## src/rtl/rx_frame_ctrl_pkg.sv

```systemverilog
// ---------------------------------------------------------------------------
// rx_pkg
// Shared types and constants for the UART receive control slice.
//   rx_state_t        : states of the frame sequencing FSM
//   RX_DATA_BITS_DEF  : default payload width
//   PARITY_ODD        : parity sense used when RX_PARITY_EN is defined
//                       (0 selects even parity)
// ---------------------------------------------------------------------------
package rx_pkg;

  localparam int RX_DATA_BITS_DEF = 8;

  localparam logic PARITY_ODD = 1'b0;

  typedef enum logic [2:0] {
    IDLE,
    CLEAR,
    RECEIVE,
    CHECK,
    LOAD
  } rx_state_t;

endpackage

```

## src/rtl/rx_data_buff.sv

```systemverilog
// ---------------------------------------------------------------------------
// rx_data_buff
// Output buffer holding the last good byte for the host, together with the
// data_ready / overrun_error handshake state.
// Ports:
//   clk            in   rising-edge clock
//   s_rst          in   synchronous active-high reset
//   load_buffer    in   1-cycle strobe from the FSM: capture packet_data
//   packet_data    in   payload to capture
//   data_read      in   host consumed rx_data (level)
//   rx_data        out  buffered byte
//   data_ready     out  rx_data holds an unread byte
//   overrun_error  out  an unread byte was overwritten
// ---------------------------------------------------------------------------
module rx_data_buff
  import rx_pkg::*;
#(
  parameter int DATA_BITS = RX_DATA_BITS_DEF
) (
  input  logic                 clk,
  input  logic                 s_rst,
  input  logic                 load_buffer,
  input  logic [DATA_BITS-1:0] packet_data,
  input  logic                 data_read,
  output logic [DATA_BITS-1:0] rx_data,
  output logic                 data_ready,
  output logic                 overrun_error
);

  logic [DATA_BITS-1:0] r_rxData;
  logic                 r_dataReady;
  logic                 r_overrun;

  // Buffer and handshake flags. A load always wins and keeps data_ready set,
  // even if the host reads in the same cycle, because the new byte has not
  // been seen yet. Overrun is raised only when the byte being replaced was
  // still unread and is not being read right now; any read clears it.
  always_ff @(posedge clk) begin
    if (s_rst) begin
      r_rxData    <= '0;
      r_dataReady <= 1'b0;
      r_overrun   <= 1'b0;
    end else if (load_buffer) begin
      r_rxData    <= packet_data;
      r_dataReady <= 1'b1;
      r_overrun   <= ~data_read & (r_overrun | r_dataReady);
    end else if (data_read) begin
      r_dataReady <= 1'b0;
      r_overrun   <= 1'b0;
    end
  end

  assign rx_data       = r_rxData;
  assign data_ready    = r_dataReady;
  assign overrun_error = r_overrun;

endmodule

```

## src/rtl/rx_frame_ctrl.sv

```systemverilog
// ---------------------------------------------------------------------------
// rx_frame_ctrl
// UART receive control unit: sequences one serial frame (start detect,
// shift-register clear, bit timing, stop/parity check, buffer load) and
// presents the byte through rx_data_buff.
// Optional feature macro: RX_PARITY_EN (even-parity check of each frame).
// Ports:
//   clk                 in   rising-edge clock
//   s_rst               in   synchronous active-high reset
//   start_bit_detected  in   1-cycle start pulse, honoured only in IDLE
//   packet_done         in   bit timer done, honoured only in RECEIVE
//   packet_data         in   received payload
//   stop_bit            in   received stop bit
//   parity_bit          in   received parity bit (RX_PARITY_EN only)
//   data_read           in   host consumed rx_data
//   enable_timer        out  bit timer run enable (RECEIVE)
//   sbc_clear           out  shift register / timer clear (CLEAR)
//   rx_data             out  buffered byte
//   data_ready          out  unread byte available
//   overrun_error       out  unread byte was overwritten
//   framing_error       out  last frame had a bad stop bit
//   parity_error        out  last frame had a parity mismatch
// ---------------------------------------------------------------------------
module rx_frame_ctrl
  import rx_pkg::*;
#(
  parameter int DATA_BITS = RX_DATA_BITS_DEF
) (
  input  logic                 clk,
  input  logic                 s_rst,
  input  logic                 start_bit_detected,
  input  logic                 packet_done,
  input  logic [DATA_BITS-1:0] packet_data,
  input  logic                 stop_bit,
  input  logic                 parity_bit,
  input  logic                 data_read,
  output logic                 enable_timer,
  output logic                 sbc_clear,
  output logic [DATA_BITS-1:0] rx_data,
  output logic                 data_ready,
  output logic                 overrun_error,
  output logic                 framing_error,
  output logic                 parity_error
);

  rx_state_t r_state;
  rx_state_t w_stateNext;
  logic      w_loadBuffer;
  logic      w_parityBad;
  logic      w_frameBad;
  logic      r_framingError;
  logic      r_parityError;

`ifdef RX_PARITY_EN
  assign w_parityBad = parity_bit != (^packet_data ^ PARITY_ODD);
`else
  // Parity is not checked in this build; the port stays for a fixed pinout.
  assign w_parityBad = parity_bit & 1'b0;
`endif

  assign w_frameBad = ~stop_bit | w_parityBad;

  // State register; reset takes priority over every other input.
  always_ff @(posedge clk) begin
    if (s_rst) begin
      r_state <= IDLE;
    end else begin
      r_state <= w_stateNext;
    end
  end

  // Next-state and Moore outputs. Each state lasts one cycle except IDLE
  // and RECEIVE, which wait on the start pulse and the bit timer.
  always_comb begin
    w_stateNext  = r_state;
    enable_timer = 1'b0;
    sbc_clear    = 1'b0;
    w_loadBuffer = 1'b0;
    case (r_state)
      IDLE: begin
        if (start_bit_detected) w_stateNext = CLEAR;
      end
      CLEAR: begin
        sbc_clear   = 1'b1;
        w_stateNext = RECEIVE;
      end
      RECEIVE: begin
        enable_timer = 1'b1;
        if (packet_done) w_stateNext = CHECK;
      end
      CHECK: begin
        w_stateNext = w_frameBad ? IDLE : LOAD;
      end
      LOAD: begin
        w_loadBuffer = 1'b1;
        w_stateNext  = IDLE;
      end
      default: w_stateNext = IDLE;
    endcase
  end

  // Error flags describe the most recent frame: cleared when a new frame
  // starts and written from the check result in CHECK, so a good frame
  // leaves them clear and a bad one keeps them until the next start.
  always_ff @(posedge clk) begin
    if (s_rst) begin
      r_framingError <= 1'b0;
      r_parityError  <= 1'b0;
    end else if (r_state == IDLE && start_bit_detected) begin
      r_framingError <= 1'b0;
      r_parityError  <= 1'b0;
    end else if (r_state == CHECK) begin
      r_framingError <= ~stop_bit;
      r_parityError  <= w_parityBad;
    end
  end

  assign framing_error = r_framingError;
  assign parity_error  = r_parityError;

  rx_data_buff #(
    .DATA_BITS(DATA_BITS)
  ) u_buff (
    .clk          (clk),
    .s_rst        (s_rst),
    .load_buffer  (w_loadBuffer),
    .packet_data  (packet_data),
    .data_read    (data_read),
    .rx_data      (rx_data),
    .data_ready   (data_ready),
    .overrun_error(overrun_error)
  );

endmodule

```

## config.mk

```make
export PLATFORM = sky130hd
export DESIGN_NAME = rx_frame_ctrl
export DESIGN_NICKNAME = d
export VERILOG_FILES = /design/src/rtl/rx_frame_ctrl_pkg.sv /design/src/rtl/rx_data_buff.sv /design/src/rtl/rx_frame_ctrl.sv
export SDC_FILE = /design/constraint.sdc
export NUM_CORES = 1
export LEC_CHECK = 0
export CORE_UTILIZATION = 39
export DETAILED_ROUTE_END_ITERATION = 8
export PLACE_DENSITY = 0.76
export SYNTH_ARGS = -nofsm -noshare
export SYNTH_HDL_FRONTEND = slang
export SYNTH_SLANG_ARGS = --single-unit
```

## constraint.sdc

```tcl
create_clock -name clk -period 1.5 [get_ports clk]
set_clock_uncertainty 0.2 [all_clocks]
set_input_delay 0.225 -clock clk [delete_from_list [all_inputs] [get_ports clk]]
set_output_delay 0.225 -clock clk [all_outputs]
set_load 0.03 [all_outputs]
```

==> flow_summary.toml, run 1 <==
[run_status]
status = "completed"

[power_and_ir_drop]
ir_drop_mv = 0.4275
intPower_uw = 597.4
pwr-share-clk = 0.338
swShare = 0.2263
p_seq_frac = 0.506
combPwrFrac = 0.156
power_leakage_uw = 0.0004082
power_density_nw_per_um2 = 794.2
total_power_uw = 772.1
power.switching_uw = 174.7

[cells_and_area]
areaGrowthSynthToFinish_pct = 49.42
stdcell_count = 108
n_antenna_cell = 0
drive_gt1_frac = 0.2065
stdcell_area_um2 = 972.2
layout.nets = 108
nFillCells = 130

[logic_synthesis]
synth_area_um2 = 650.6
yosys.area_share.simple = 0.2962
postSynthNetCount = 78
syn_inst = 63
ys_seq_area_frac = 0.4308
synth_mux_area_frac = 0.1385
synth_cell_types = 22
ys_ff_latch = 14
ys_warn_count = 0
synth_area_leaders = "dfxtp_1, nand2b_1, mux2i_1"
synth_top_family_by_area = "simple AND/OR/NAND/NOR gates"
synth_top_area_cell = "dfxtp_1"
synthTopCellsByCount = "nand2b_1, dfxtp_1, mux2i_1, buf_2, nor3b_1"
postSynthAreaPerCell_um2 = 10.33
synth_top_area_frac = 0.4308
async_flop_share = 0
synth_compound_area_frac = 0.05192
yosys.cell_count.top_type = "nand2b_1"
synth_xor_area_frac = 0.01346
synth-main-ff-cell = "dfxtp_1"
synth_edf_count = 0
synth_fa_ha_area_frac = 0

[flow_run]
maxCapViolCount = 0

[drt]
drt-total-wl_um = 1169
ant_nets = 0
vias = 512
firstDrtPassIters = 1
drc_errors = 0
first_iter_violations = 0
drt-vias-per-instance = 4.741
wl_per_cell_um = 10.82

[clock_tree]
tritoncts = "built"
root_buffer = "clkbuf_4"
h-tree-depth = 1
hold_buffers = 0
clk_path_buf_depth = 2
numClockSinks = 14
cts_buffers = 3
clk_latency_ns = 0.27
cts.clk_slew.worst_paths_ns = 0.08

[critical_path]
cpPeakStageDelay_ns = 0.41
crit_path_top_delay_cell = "dfxtp_4"
critPathArrivalTime_ns = 1.03
critPathTopFamily = "flip-flops"
worst-path-buf-inv = 1
crit_chain = "nor3b_2 -> buf_4"
worstSetupPathType = "reg -> out"
cp-start-kind = "flip-flop"
cp.required_ns = 1.07
end_kind = "output pin"
critPathMaxFanout = 8

[placement]
place_area_um2 = 928.4
numPortBuffers = 26
hpwl_um = 882.2
place_inst = 103
gp_congestion = 0.7285

[floorplanning]
die-height_um = 42.85
num_io_pins = 29
coreArea_um2 = 1524
start_util = 0.4269
die_w_um = 42.85
dieArea_um2 = 1836
row_count = 14

[timing]
tns_ns = 0
slew_violations = 0
setup_violations = 0
min_period_ns = 1.451
hold_viol_final = 0
fmax_mhz = 689.2
min_period_over_period = 0.9672
rsz0062_at_grt = "false"

[min_path]
hp-class = "reg -> reg"

[global_routing]
grt_pass1_vias = 483
grt_overflow_total = 0
grt_max_degree = 14
antenna_found_initial = 0
grt_pass1_wl_um = 1994
grtUsageTotal = 0.1422
## path summary, 6_finish.rpt
kind                                  from                 to  slack (ns)  cells after the start
worst max register to register  r_state[0]  u_buff.rx_data[2]        0.12                      4
worst max-delay path            r_state[1]       enable_timer        0.05                      2
worst min register to register  r_state[0]         r_state[0]        0.26                      1
worst min-delay path            r_state[0]         r_state[0]        0.26                      1
## final cells by class
type / count / area [um^2] / share of cell area
sequential: 14 / 291.5 / 0.2999
timing repair buffer: 31 / 281.5 / 0.2896
tap: 16 / 20.02 / 0.02059
multi-input combinational: 42 / 339.1 / 0.3488
clock buffer: 4 / 36.28 / 0.03732
inverter: 1 / 3.754 / 0.003861
## routing by layer
layer	up-vias	track usage	part of all wire
li1	265	-	-
met1	227	0.1667	0.45
met2	20	0.2424	0.47
met3	0	0.02553	0.070
met4	0	0.07500	0
met5	-	0	0
## cells by family after synthesis
| logic type | count (synthesis) |
|---|---|
| xor+xnor | 1 |
| other cells | 1 |
| compound gates | 3 |
| flops | 14 |
| buf+inv | 7 |
| mux | 9 |
| simple gates | 28 |
## timing repair
action                     in CTS  in global routing
buffers inserted                0                  1
setup endpoints to repair      13                  3
resized for setup              15                  4
## power groups by stage
stage | Combinational [uW] | Clock [uW] | Sequential (uW)
finish | 120 | 261 | 391
global route | 130 | 292 | 393
CTS | 115 | 275 | 395
detailed placement | 116 | 0 | 403
global placement | 114 | 0 | 403
floorplan | 73.3 | 0 | 393
## placed cells by master, fill, tap and decap left out
master / count
a2111oi_2: 1
a22o_1: 1
and4b_4: 1
buf_4: 7
clkbuf_4: 3
clkbuf_8: 1
clkdlybuf4s15_1: 2
clkdlybuf4s50_1: 13
conb_1: 1
dfxtp_1: 11
dfxtp_4: 3
dlygate4sd2_1: 9
inv_1: 1
mux2i_1: 9
nand2b_1: 16
nand3b_1: 1
nor2_1: 1
nor2b_1: 2
nor3_1: 1
nor3b_1: 1
nor3b_2: 3
nor4_1: 1
nor4b_1: 1
o21ba_1: 1
xnor2_1: 1
## flip-flops by register name (all words and copies together) (netlist names)
name / count
framing_error: 1
u_buff.data_ready: 1
r_state: 3
u_buff.overrun_error: 1
u_buff.rx_data: 8
## through the flow
step / util / worst slack (ns) / hold WS [ns]
6_report: 0.6379 / 0.04914 / 0.2564
5_1_grt: 0.6379 / 0.0009349 / 0.2646
4_1_cts: 0.6289 / 0.03507 / 0.2662
3_5_place_dp: 0.6092 / 0.02550 / 0.2574
3_3_place_gp: 0.6092 / 0.05158 / 0.2563
2_1_floorplan: - / 0.1486 / 0.1797
Power figures use the tool's default switching activity.
==> inputs of run 2 (changes only) <==
Settings changed: CTS_CLUSTER_DIAMETER set to 150, SLEW_MARGIN set to 5.
==> results of run 2 <==
Final layout, timing and power as in run 1 (identical DEF).
